--- src/rtl/frame_xform_sequencer_if.sv ---
// Shared frame-buffer memory port between the transform sequencer and the arbiter.
// Request is held until granted; read data returns exactly one cycle after a granted read.
interface frame_xform_sequencer_if #(
    parameter int AW = 18,
    parameter int DW = 8
) ();
    logic          mem_req;
    logic          mem_we;
    logic [AW-1:0] mem_addr;
    logic [DW-1:0] mem_wdata;
    logic          mem_gnt;
    logic [DW-1:0] mem_rdata;

    modport master (output mem_req, mem_we, mem_addr, mem_wdata, input  mem_gnt, mem_rdata);
    modport slave  (input  mem_req, mem_we, mem_addr, mem_wdata, output mem_gnt, mem_rdata);
endinterface

--- src/rtl/frame_xform_sequencer.sv ---
// Walks the source frame in raster order and copies each pixel to the destination frame,
// optionally mirrored horizontally and/or colour-inverted, through one arbitrated memory port.
module frame_xform_sequencer #(
    parameter int WIDTH    = 320,
    parameter int HEIGHT   = 240,
    parameter int DW       = 8,
    parameter int AW       = 18,
    parameter int SRC_BASE = 0,
    parameter int DST_BASE = 76800
) (
    input  logic                    clk,
    input  logic                    reset_n,
    input  logic                    start,
    input  logic [1:0]              mode,
    input  logic                    abort,
    output logic                    busy,
    output logic                    done,
    frame_xform_sequencer_if.master bus
);
    // Degenerate one-pixel dimensions still need a one-bit counter.
    localparam int CW = (WIDTH  > 1) ? $clog2(WIDTH)  : 1;
    localparam int RW = (HEIGHT > 1) ? $clog2(HEIGHT) : 1;

    localparam logic [CW-1:0] COL_LAST = CW'(WIDTH - 1);
    localparam logic [RW-1:0] ROW_LAST = RW'(HEIGHT - 1);
    localparam logic [AW-1:0] SRC_ADDR = AW'(SRC_BASE);
    localparam logic [AW-1:0] DST_ADDR = AW'(DST_BASE);
    localparam logic [AW-1:0] ROW_STEP = AW'(WIDTH);

    typedef enum logic [2:0] {IDLE, RD_REQ, RD_WAIT, WR_REQ, FIN} state_t;

    state_t        state;
    logic [1:0]    mode_q;
    logic [CW-1:0] col;
    logic [RW-1:0] row;
    logic [AW-1:0] row_base;
    logic [DW-1:0] pix;
    logic [CW-1:0] dst_col;

    assign dst_col = mode_q[1] ? (COL_LAST - col) : col;

    // NOTE: sequential state uses non-blocking assignments so every register samples
    // the pre-edge value of every other register, independent of statement order.
    always_ff @(posedge clk or negedge reset_n) begin
        if (!reset_n) begin
            state    <= IDLE;
            mode_q   <= 2'b00;
            col      <= '0;
            row      <= '0;
            row_base <= '0;
            pix      <= '0;
        end else if (abort && state != IDLE) begin
            state <= IDLE;
        end else begin
            case (state)
                IDLE: begin
                    if (start) begin
                        mode_q   <= mode;
                        col      <= '0;
                        row      <= '0;
                        row_base <= '0;
                        state    <= RD_REQ;
                    end
                end
                RD_REQ: begin
                    if (bus.mem_gnt) state <= RD_WAIT;
                end
                RD_WAIT: begin
                    pix   <= mode_q[0] ? ~bus.mem_rdata : bus.mem_rdata;
                    state <= WR_REQ;
                end
                WR_REQ: begin
                    if (bus.mem_gnt) begin
                        if (col != COL_LAST) begin
                            col   <= col + 1'b1;
                            state <= RD_REQ;
                        end else if (row != ROW_LAST) begin
                            col      <= '0;
                            row      <= row + 1'b1;
                            row_base <= row_base + ROW_STEP;
                            state    <= RD_REQ;
                        end else begin
                            state <= FIN;
                        end
                    end
                end
                FIN:     state <= IDLE;
                default: state <= IDLE;
            endcase
        end
    end

    // Outputs decode only state and registers, so the grant never feeds back into the request.
    // NOTE: every output gets a default before the case so no latch is inferred.
    always_comb begin
        busy          = (state != IDLE);
        done          = (state == FIN);
        bus.mem_req   = 1'b0;
        bus.mem_we    = 1'b0;
        bus.mem_addr  = '0;
        bus.mem_wdata = '0;
        case (state)
            RD_REQ: begin
                bus.mem_req  = 1'b1;
                bus.mem_addr = SRC_ADDR + row_base + AW'(col);
            end
            WR_REQ: begin
                bus.mem_req   = 1'b1;
                bus.mem_we    = 1'b1;
                bus.mem_addr  = DST_ADDR + row_base + AW'(dst_col);
                bus.mem_wdata = pix;
            end
            default: ;
        endcase
    end
endmodule
--- src/flat_wrapper.sv ---
// flat-port wrapper written by rule: the top's interface ports become plain ports
module frame_xform_sequencer_flat 
#(
    parameter int WIDTH    = 320,
    parameter int HEIGHT   = 240,
    parameter int DW       = 8,
    parameter int AW       = 18,
    parameter int SRC_BASE = 0,
    parameter int DST_BASE = 76800
)
  (clk, reset_n, start, mode, abort, busy, done, bus_mem_req, bus_mem_we, bus_mem_addr, bus_mem_wdata, bus_mem_gnt, bus_mem_rdata);
  frame_xform_sequencer_if #(.AW(AW), .DW(DW)) bus_i ();
  input  logic clk;
  input  logic reset_n;
  input  logic start;
  input  logic [1:0] mode;
  input  logic abort;
  output logic busy;
  output logic done;
  output wire logic [$bits(bus_i.mem_req)-1:0] bus_mem_req;
  output wire logic [$bits(bus_i.mem_we)-1:0] bus_mem_we;
  output wire logic [$bits(bus_i.mem_addr)-1:0] bus_mem_addr;
  output wire logic [$bits(bus_i.mem_wdata)-1:0] bus_mem_wdata;
  input wire logic [$bits(bus_i.mem_gnt)-1:0] bus_mem_gnt;
  input wire logic [$bits(bus_i.mem_rdata)-1:0] bus_mem_rdata;
  assign bus_mem_req = bus_i.mem_req;
  assign bus_mem_we = bus_i.mem_we;
  assign bus_mem_addr = bus_i.mem_addr;
  assign bus_mem_wdata = bus_i.mem_wdata;
  assign bus_i.mem_gnt = bus_mem_gnt;
  assign bus_i.mem_rdata = bus_mem_rdata;
  frame_xform_sequencer #(.WIDTH(WIDTH), .HEIGHT(HEIGHT), .DW(DW), .AW(AW), .SRC_BASE(SRC_BASE), .DST_BASE(DST_BASE)) u_core (.clk(clk), .reset_n(reset_n), .start(start), .mode(mode), .abort(abort), .busy(busy), .done(done), .bus(bus_i));
endmodule
--- config.mk ---
export PLATFORM = sky130hd
export DESIGN_NAME = frame_xform_sequencer_flat
export DESIGN_NICKNAME = d
export VERILOG_FILES = /design/src/rtl/frame_xform_sequencer_if.sv /design/src/rtl/frame_xform_sequencer.sv /design/src/flat_wrapper.sv
export SDC_FILE = /design/constraint.sdc
export NUM_CORES = 1
export LEC_CHECK = 0
export ABC_AREA = 1
export ABC_CLOCK_PERIOD_IN_PS = 2900
export CAP_MARGIN = 30
export CELL_PAD_IN_SITES_DETAIL_PLACEMENT = 0
export CELL_PAD_IN_SITES_GLOBAL_PLACEMENT = 1
export CORE_MARGIN = 2
export CORE_UTILIZATION = 39
export CTS_CLUSTER_SIZE = 16
export DETAILED_ROUTE_END_ITERATION = 6
export PLACE_DENSITY_LB_ADDON = 0.1
export SLEW_MARGIN = 15
export SYNTH_ARGS = -nofsm -noshare
export SYNTH_HDL_FRONTEND = slang
export SYNTH_SLANG_ARGS = --single-unit
export TNS_END_PERCENT = 20
--- constraint.sdc ---
create_clock -name clk -period 2.9 [get_ports clk]
set_input_delay 0.58 -clock clk [delete_from_list [all_inputs] [get_ports clk]]
set_output_delay 0.58 -clock clk [all_outputs]
set_load 0.05 [all_outputs]
==> flow_summary.ini, run 1 <==
[setup_path]
crit_path_max_incr_delay_ns = 0.40
slowest_stage = dfrtp_1
worstSetupEndpointType = output pin
worstPathRequired_ns = 2.32
worst-path-max-fanout = 4
start_kind = register
worst-setup-path-type = register to output pin
cp_cell_sequence = inv_2, ha_4, nand2_1, o21ai_1, ha_1, nand2_2, nand2_2, nand2_2, nand2_2, nand2_4, inv_4, nor2_4, o21ai_1, nand3_1, nand2_2, buf_12
critPathBufInv = 3
arrival_ns = 2.40
path_delay_family = simple AND/OR/NAND/NOR gates
worst_path_most_repeated_cell = nand2_2

[run_status]
failed_checks = setup timing
outcome = complete, but fails checks

[clock_network]
cts_buffer_depth = 2
clock_latency_ns = 0.30
tritoncts = yes
cts_sinks = 42
numCtsBuffers = 5
cts_htree_levels = 2
clk_pin_slew_ns = 0.09
hold_buffers = 0
root_buffer = clkbuf_8

[global_route]
grt_overflow = 0
grt_pass1_vias = 3344
grt_pass1_wl_um = 15590
grt_start_max_net_pins = 30
antenna_found_initial = 0
grt_usage_pct = 21.39

[pwr]
irDropWorstVdd_mv = 0.4096
powerDensity_nw_per_um2 = 676.0
p_leak_nw = 2.105
total_power_w = 0.002980

[sta]
period_minus_slack_ns = 2.983
hold_ws_ns = 0.1833
worst_pin_slew_ns = 0.6686
rsz0062_at_grt = true
layout_setup_ws_ns = -0.08281
slew_violations = 0
finalSetupViolations = 5
setup_tns_ns = -0.3051
fmax_mhz = 335.3
final_hold_viol_count = 0
fin_crit_sh_pct = 102.9
maxSlewHeadroom_pct = 54.96
fin_skew_ns = 0.01090

[drt]
drt-initial-drc-count = 127
routed_wl_um = 8955
ant_nets = 0
wl_per_cell_um = 13.23
dr.pass1.iters = 4
avgViaCountPerCell = 4.996
vias = 3382
route.detailed.drc = 0

[floorplan]
core-area_um2 = 8258
die_h_um = 96.57
start_util_pct = 40.47
fp.dieW_um = 96.57
rows = 33
io_pins = 45
die_area_um2 = 9326

[final_layout]
final_nets = 597
layout_common_cells = nand2_1 (151), inv_1 (58), nor2_1 (49)
layout-drive-gt1-share_pct = 17.66
syn_to_final_growth_pct = 31.90
post_layout_nonfiller_instances = 677
fillerInstances = 819
num_antenna_cells = 0
layout_commonest_cell = nand2_1

[yosys]
ys_ff_latch = 42
ys_seq_area_share_pct = 31.45
netlist_top_cells_area = dfrtp_1 (31%), nand2_1 (18%), o21ai_0 (7.8%), inv_1 (7.0%), nand3_1 (5.8%)
yosys.area.top_type_share_pct = 31.45
synthCells = 517
synth_warnings = 0
synth_nets = 543
synth_top_cell_by_area = dfrtp_1
ys_types = 34
postSynthAreaPerCell_um2 = 6.464
netlist_area_um2 = 3342

[placement]
place_ws_ns = 0.002831
placedCellCount = 662
place_congestion = 0.8758
numPortBuffers = 44
hpwl_um = 6677

[hold_path]
hold_class = input port to asynchronous set/reset pin

[run]
maxCapViolCount = 0
[where the power goes]
group,total [W],leakage (nW),internal [W],switching (W)
clock network,0.000588,0.0714,0.000368,0.000220
logic,0.00156,1.47,0.000556,0.00100
registers,0.000835,0.565,0.000699,0.000136
[synth_stat cells]
| cell | count |
|---|---|
| o31ai_1 | 1 |
| o211ai_1 | 1 |
| buf_1 | 2 |
| o31ai_4 | 1 |
| buf_4 | 1 |
| clkinv_1 | 1 |
| nor2_2 | 1 |
| a31oi_1 | 1 |
| o21ai_0 | 52 |
| inv_2 | 2 |
| conb_1 | 1 |
| o21bai_1 | 1 |
| ha_1 | 11 |
| nor3_2 | 2 |
| nor2_4 | 1 |
| nand3_1 | 39 |
| o22ai_1 | 5 |
| buf_2 | 7 |
| nor3_1 | 12 |
| or2_2 | 2 |
| a21oi_1 | 8 |
| xnor2_1 | 4 |
| nor2_1 | 51 |
| nand3_2 | 1 |
| nand2_2 | 5 |
| buf_6 | 2 |
| dfrtp_1 | 42 |
| xor2_1 | 22 |
| nand2_1 | 163 |
| clkbuf_1 | 5 |
| nand4_1 | 5 |
| inv_1 | 62 |
| a31o_2 | 1 |
| nand3b_1 | 2 |
[cell families (layout without fill, tap and decap cells)]
group | Yosys count | count (layout) | synth area share [%]
DFF | 42 | 42 | 31.45
xor gates and xnor gates | 26 | 26 | 6.814
AOI/OAI and AO/OA | 71 | 71 | 11.68
and+or+nand+nor | 284 | 284 | 35.79
adders and majority gates | 11 | 11 | 4.118
buffers and inverters | 82 | 137 | 10.03
other | 1 | 1 | 0.1122
[registers in the layout, summed over array words and instances, names as in the netlist]
signal and cells:
u_core.mode_q 2, u_core.row 8, u_core.row_base 12, u_core.col 9, u_core.pix 8, u_core.state 3
[timing repair]
action / 4_1_cts / 5_1_grt
hold endpoints to repair: 0 / 0
pin swaps: 11 / 8
gates resized for setup: 26 / 15
setup buffers: 4 / 3
endpoints found under the setup margin: 8 / 10
[cell type report]
type | instances | area (um^2) | area share (%)
Sequential cell | 42 | 1051 | 23.84
Clock inverter | 2 | 60.06 | 1.362
Tap cell | 105 | 131.4 | 2.980
Multi-Input combinational cell | 393 | 2093 | 47.49
Clock buffer | 6 | 82.58 | 1.873
Timing Repair Buffer | 64 | 740.7 | 16.80
Inverter | 65 | 249.0 | 5.649
[per-stage QoR]
stage                     cell area (um^2)  util (%)
after floorplan                       3349         -
after global placement                4050     49.05
after detailed placement              4070     49.29
after CTS                             4328     52.41
after global routing                  4408     53.38
final                                 4408     53.38
[layer usage]
metal / vias to the layer above / wire [um] / global-route usage [%]
met3: 13 / 486 / 4.112
met4: 0 / 170 / 7.160
met2: 81 / 4007 / 33.16
met1: 1541 / 4291 / 29.96
met5: - / 0 / 0
li1: 1747 / - / -
[path summary, 6_finish.rpt]
kind                                     from          endpoint  slack, ns  cells past startpoint
worst max-delay path            u_core.col[6]  bus_mem_addr[15]      -0.08                     16
worst min-delay path                  reset_n     u_core.col[4]       0.18                      1
worst max register to register  u_core.row[0]     u_core.col[4]       0.86                     10
worst min register to register  u_core.row[7]     u_core.row[7]       0.53                      2
max in group asynchronous             reset_n     u_core.row[1]       2.22                      2
min in group clk                u_core.row[7]     u_core.row[7]       0.53                      2
Power figures use the tool's default switching activity.
==> inputs of run 2 (changes only) <==
- ABC_CLOCK_PERIOD_IN_PS: 2900 -> 3450
- CORE_UTILIZATION: 39 -> 42
- clock period: 2.9 -> 3.45 ns (I/O delays scaled with it)
==> run 2 against run 1 <==
Sequential cell count is the same. Worst hold slack gained 0.12 ns. Count of clock-buffer cells in the layout up 1. The run now ends clean.
==> flow_summary.ini, run 2 (synthesis gave the netlist of run 1 again) <==
[setup_path]
arrival_ns = 2.56
slowest_stage = dfrtp_1
start_kind = register
r2r_slack_ns = 1.21
worst_path_most_repeated_cell = nand2_2
worst-path-max-fanout = 3
worst-setup-path-type = register to output pin
r2r-start = u_core.state[1]
cp_cell_sequence = inv_2, ha_2, nand2_1, o21ai_1, ha_1, nand2_2, nand2_2, nand2_2, nand2_2, nand2_2, o21bai_1, or2_2, nand3_1, nand2_1, buf_12
r2r_cells = 10
worstReg2RegEnd = u_core.row[4]
crit_path_max_incr_delay_ns = 0.41
worstPathRequired_ns = 2.76
worstSetupEndpointType = output pin

[clock_network]
hold_buffers = 0
numCtsBuffers = 5
cts_sinks = 42
cts_htree_levels = 2
tritoncts = yes
clock_latency_ns = 0.29
cts_buffer_depth = 2
clk_pin_slew_ns = 0.08
root_buffer = clkbuf_8

[floorplan]
die_h_um = 93.20
die_area_um2 = 8686
core-area_um2 = 7727
io_pins = 45
fp.dieW_um = 93.20
rows = 32
start_util_pct = 43.25

[pwr]
powerDensity_nw_per_um2 = 541.3
p_leak_nw = 1.955
total_power_w = 0.002253
irDropWorstVdd_mv = 0.4289

[drt]
wl_per_cell_um = 12.99
avgViaCountPerCell = 4.968
route.detailed.drc = 0
ant_nets = 0
vias = 3294
dr.pass1.iters = 4
drt-initial-drc-count = 211
routed_wl_um = 8614

[sta]
finalSetupViolations = 0
fmax_mhz = 307.5
maxSlewHeadroom_pct = 63.65
slew_violations = 0
final_hold_viol_count = 0
fin_skew_ns = 0.007144
rsz0062_at_grt = false
worst_pin_slew_ns = 0.5396
fin_crit_sh_pct = 94.25
period_minus_slack_ns = 3.252
layout_setup_ws_ns = 0.1983
setup_tns_ns = 0

[run]
maxCapViolCount = 0

[final_layout]
top_regs = u_core.row_base: 12 flops, u_core.col: 9 flops
num_antenna_cells = 0
layout-drive-gt1-share_pct = 10.87
largest_reg_flops = 12
final_nets = 587
syn_to_final_growth_pct = 24.52
layout_commonest_cell = nand2_1
postLayoutCoreUtil_pct = 53.85
regMostFlops = u_core.row_base
post_layout_nonfiller_instances = 663
layout_common_cells = nand2_1 (157), inv_1 (59), nor2_1 (50)

[global_route]
grt_pass1_wl_um = 15220
grt_overflow = 0
grt_usage_pct = 21.74
antenna_found_initial = 0
grt_start_max_net_pins = 29
grt_pass1_vias = 3204

[placement]
numPortBuffers = 44
hpwl_um = 6653
place_congestion = 0.8511
place_ws_ns = 0.2846
placedCellCount = 653

[run_status]
outcome = completed

[hold_path]
hold_class = input port to asynchronous set/reset pin
==> run 2: changes by cell type in the layout (fill, tap and decap cells not counted), moves of 3 or more <==
cell	previous run	this run
nand2_4	3	0
nand2_1	151	157
clkdlybuf4s50_1	17	27
buf_4	27	10
nand2_2	14	11
==> run 2: where the power goes <==
part	internal, W	total, W	switching, W
sequential	0.000588	0.000701	0.000113
clock	0.000140	0.000299	0.000159
combinational	0.000444	0.00125	0.000809
==> run 2: area by class of cell <==
cell class / count / area [um^2]
Fill cell: 805 / 3566
Tap cell: 102 / 127.6
Sequential cell: 42 / 1051
Timing Repair Buffer: 54 / 670.6
Inverter: 65 / 244.0
Clock buffer: 7 / 76.32
Multi-Input combinational cell: 393 / 1992
==> run 2: worst max-delay path by stage <==
stage                       start               end  slack [ns]  cells past startpoint
finish              u_core.col[7]  bus_mem_addr[17]        0.20                     15
global route        u_core.col[7]  bus_mem_addr[17]        0.01                     16
CTS                 u_core.col[7]  bus_mem_addr[15]       0.008                     17
detailed placement  u_core.col[6]  bus_mem_addr[14]        0.28                     16
global placement    u_core.col[6]  bus_mem_addr[12]        0.34                     16
floorplan           u_core.col[6]  bus_mem_addr[12]       -0.12                     15
==> run 2: worst max-delay path, delay by kind of cell, from the launching register on <==
family / cells / cell delay, ns
and+or+nand+nor: 9 / 0.85
adders and majority gates: 2 / 0.61
DFF: 1 / 0.41
buffers and inverters: 2 / 0.24
AOI/OAI and AO/OA: 2 / 0.14
==> run 2: timing repair <==
item | CTS | global route
pin swaps | 1 | 2
resized for setup | 2 | 14
setup buffers | 1 | 2
setup endpoints to repair | 3 | 8
==> run 2: through the flow <==
step / instance area, um^2 / hold WS, ns
floorplan: 3342 / 0.3944
global placement: 4006 / 0.5055
detailed placement: 4026 / 0.5110
CTS: 4114 / 0.3132
global route: 4161 / 0.3161
finish: 4161 / 0.3082
==> run 2: per-layer routing <==
layer	up-vias	routed length, um	share of wire, %	track usage (%)
met2	78	3977	46	35.45
li1	1721	-	-	-
met3	4	376	4.4	2.981
met1	1491	4208	49	31.05
met5	-	0	0	0
met4	0	52	0.60	4.289
==> inputs of run 3 (changes only) <==
- REMOVE_ABC_BUFFERS: unset -> 1
==> run 3 against run 2 <==
Sequential power rose by 0.6%. Wire length fell by 1.8%. Fmax fell by 1.5%. First-iteration DRC count fell by 21%. Worst setup slack got worse by 0.050 ns. Largest cell class unchanged. Largest power group unchanged. Highest routed layer unchanged.
==> flow_summary.ini, run 3 (synthesis gave the netlist of run 1 again) <==
[global_route]
grt_overflow = 0
antenna_found_initial = 0
grt_start_max_net_pins = 43
grt_pass1_vias = 3267
grt_pass1_wl_um = 15110
grt_usage_pct = 21.49

[setup_path]
worst_path_most_repeated_cell = nand2_2
worstPathRequired_ns = 2.76
cp_cell_sequence = inv_2, ha_2, nand2_1, o21ai_0, ha_1, nand2_2, nand2_2, nand2_2, nand2_4, nand2_4, o21bai_1, or2_2, nand3_1, nand2_2, buf_12
worst-path-max-fanout = 5
worst-setup-path-type = register to output pin
slowest_stage = dfrtp_1
start_kind = register
arrival_ns = 2.61
worstSetupEndpointType = output pin
critPathBufInv = 2
crit_path_max_incr_delay_ns = 0.44
path_delay_family = simple AND/OR/NAND/NOR gates

[floorplan]
io_pins = 45
die_h_um = 93.20
fp.dieW_um = 93.20
start_util_pct = 43.25
core-area_um2 = 7727
rows = 32
die_area_um2 = 8686

[run_status]
outcome = completed

[clock_network]
hold_buffers = 0
cts_sinks = 42
cts_buffer_depth = 2
clock_latency_ns = 0.29
cts_htree_levels = 2
numCtsBuffers = 5
root_buffer = clkbuf_8
clk_pin_slew_ns = 0.08
tritoncts = yes

[final_layout]
final_nets = 589
layout-drive-gt1-share_pct = 11.72
top_regs = u_core.row_base: 12 flops, u_core.col: 9 flops
regMostFlops = u_core.row_base
layout_common_cells = nand2_1 (155), inv_1 (59), nor2_1 (51)
layout_commonest_cell = nand2_1
num_antenna_cells = 0
syn_to_final_growth_pct = 25.27
final_cell_area_um2 = 4187
largest_reg_flops = 12

[sta]
finalSetupViolations = 0
maxSlewHeadroom_pct = 57.65
hold_ws_ns = 0.3681
setup_tns_ns = 0
slew_violations = 0
fin_crit_sh_pct = 95.69
fin_skew_ns = 0.01000
final_hold_viol_count = 0
fmax_mhz = 302.9
worst_pin_slew_ns = 0.6285
period_minus_slack_ns = 3.301
rsz0062_at_grt = true

[pwr]
irDropWorstVdd_mv = 0.3312
p_leak_nw = 1.981
powerDensity_nw_per_um2 = 536.9

[drt]
wl_per_cell_um = 12.71
avgViaCountPerCell = 5.077
route.detailed.drc = 0
routed_wl_um = 8455
dr.pass1.iters = 4
drt-initial-drc-count = 167
ant_nets = 0
vias = 3376

[placement]
place_congestion = 0.9533
numPortBuffers = 44
place_area_um2 = 4001
hpwl_um = 6376

[run]
maxCapViolCount = 0

[hold_path]
hold_class = input port to asynchronous set/reset pin
run 3: cell count changes in the layout (fill, tap and decap cells not counted), sizes merged:
cell,before,now
buf,27,29
clkbuf,7,5
clkinv,1,3
run 3: stage by stage:
step                cells  utilization [%]  power, W  worst slack (ns)
finish                665            54.18  0.002248            0.1487
global route          665            54.18  0.002435          -0.02640
CTS                   661            52.98  0.002245         -0.008780
detailed placement    653            51.78  0.001929            0.1787
global placement      653            51.78  0.001920            0.2531
floorplan             500                -  0.001463           -0.2320
run 3: cell type report:
cell class	count	area, um^2
Fill cell	776	3541
Multi-Input combinational cell	393	2004
Sequential cell	42	1051
Timing Repair Buffer	56	680.7
Inverter	65	244.0
Tap cell	102	127.6
Clock buffer	5	68.82
Clock inverter	2	10.01
run 3: per-layer routing:
layer  GRT usage [%]  part of all wire [%]  up-vias
li1                -                     -     1740
met1           29.12                    49     1559
met2           35.63                    45       66
met3           2.820                   4.1       11
met4           6.985                   1.3        0
met5               0                     0        -
run 3: path summary, 6_finish.rpt:
kind / startpoint / end / slack, ns / cells after the start
max in group asynchronous: reset_n / u_core.pix[2] / 2.60 / 2
hold / removal: reset_n / u_core.pix[4] / 0.37 / 1
min in group clk: u_core.row[1] / u_core.row[1] / 0.53 / 2
setup reg to reg: u_core.state[2] / u_core.row_base[13] / 0.98 / 10
setup / recovery: u_core.col[7] / bus_mem_addr[17] / 0.15 / 15
hold reg to reg: u_core.row[1] / u_core.row[1] / 0.53 / 2
run 3: power breakdown:
part | switching (W) | internal [W] | total (W)
registers | 0.000117 | 0.000588 | 0.000705
logic | 0.000800 | 0.000439 | 0.00124
clock network | 0.000168 | 0.000136 | 0.000304
run 3: repair_timing:
action                                  CTS  global route
setup buffers                             1             3
endpoints found under the setup margin    5             8
pin swaps                                 0             3
gates resized for setup                   4            14
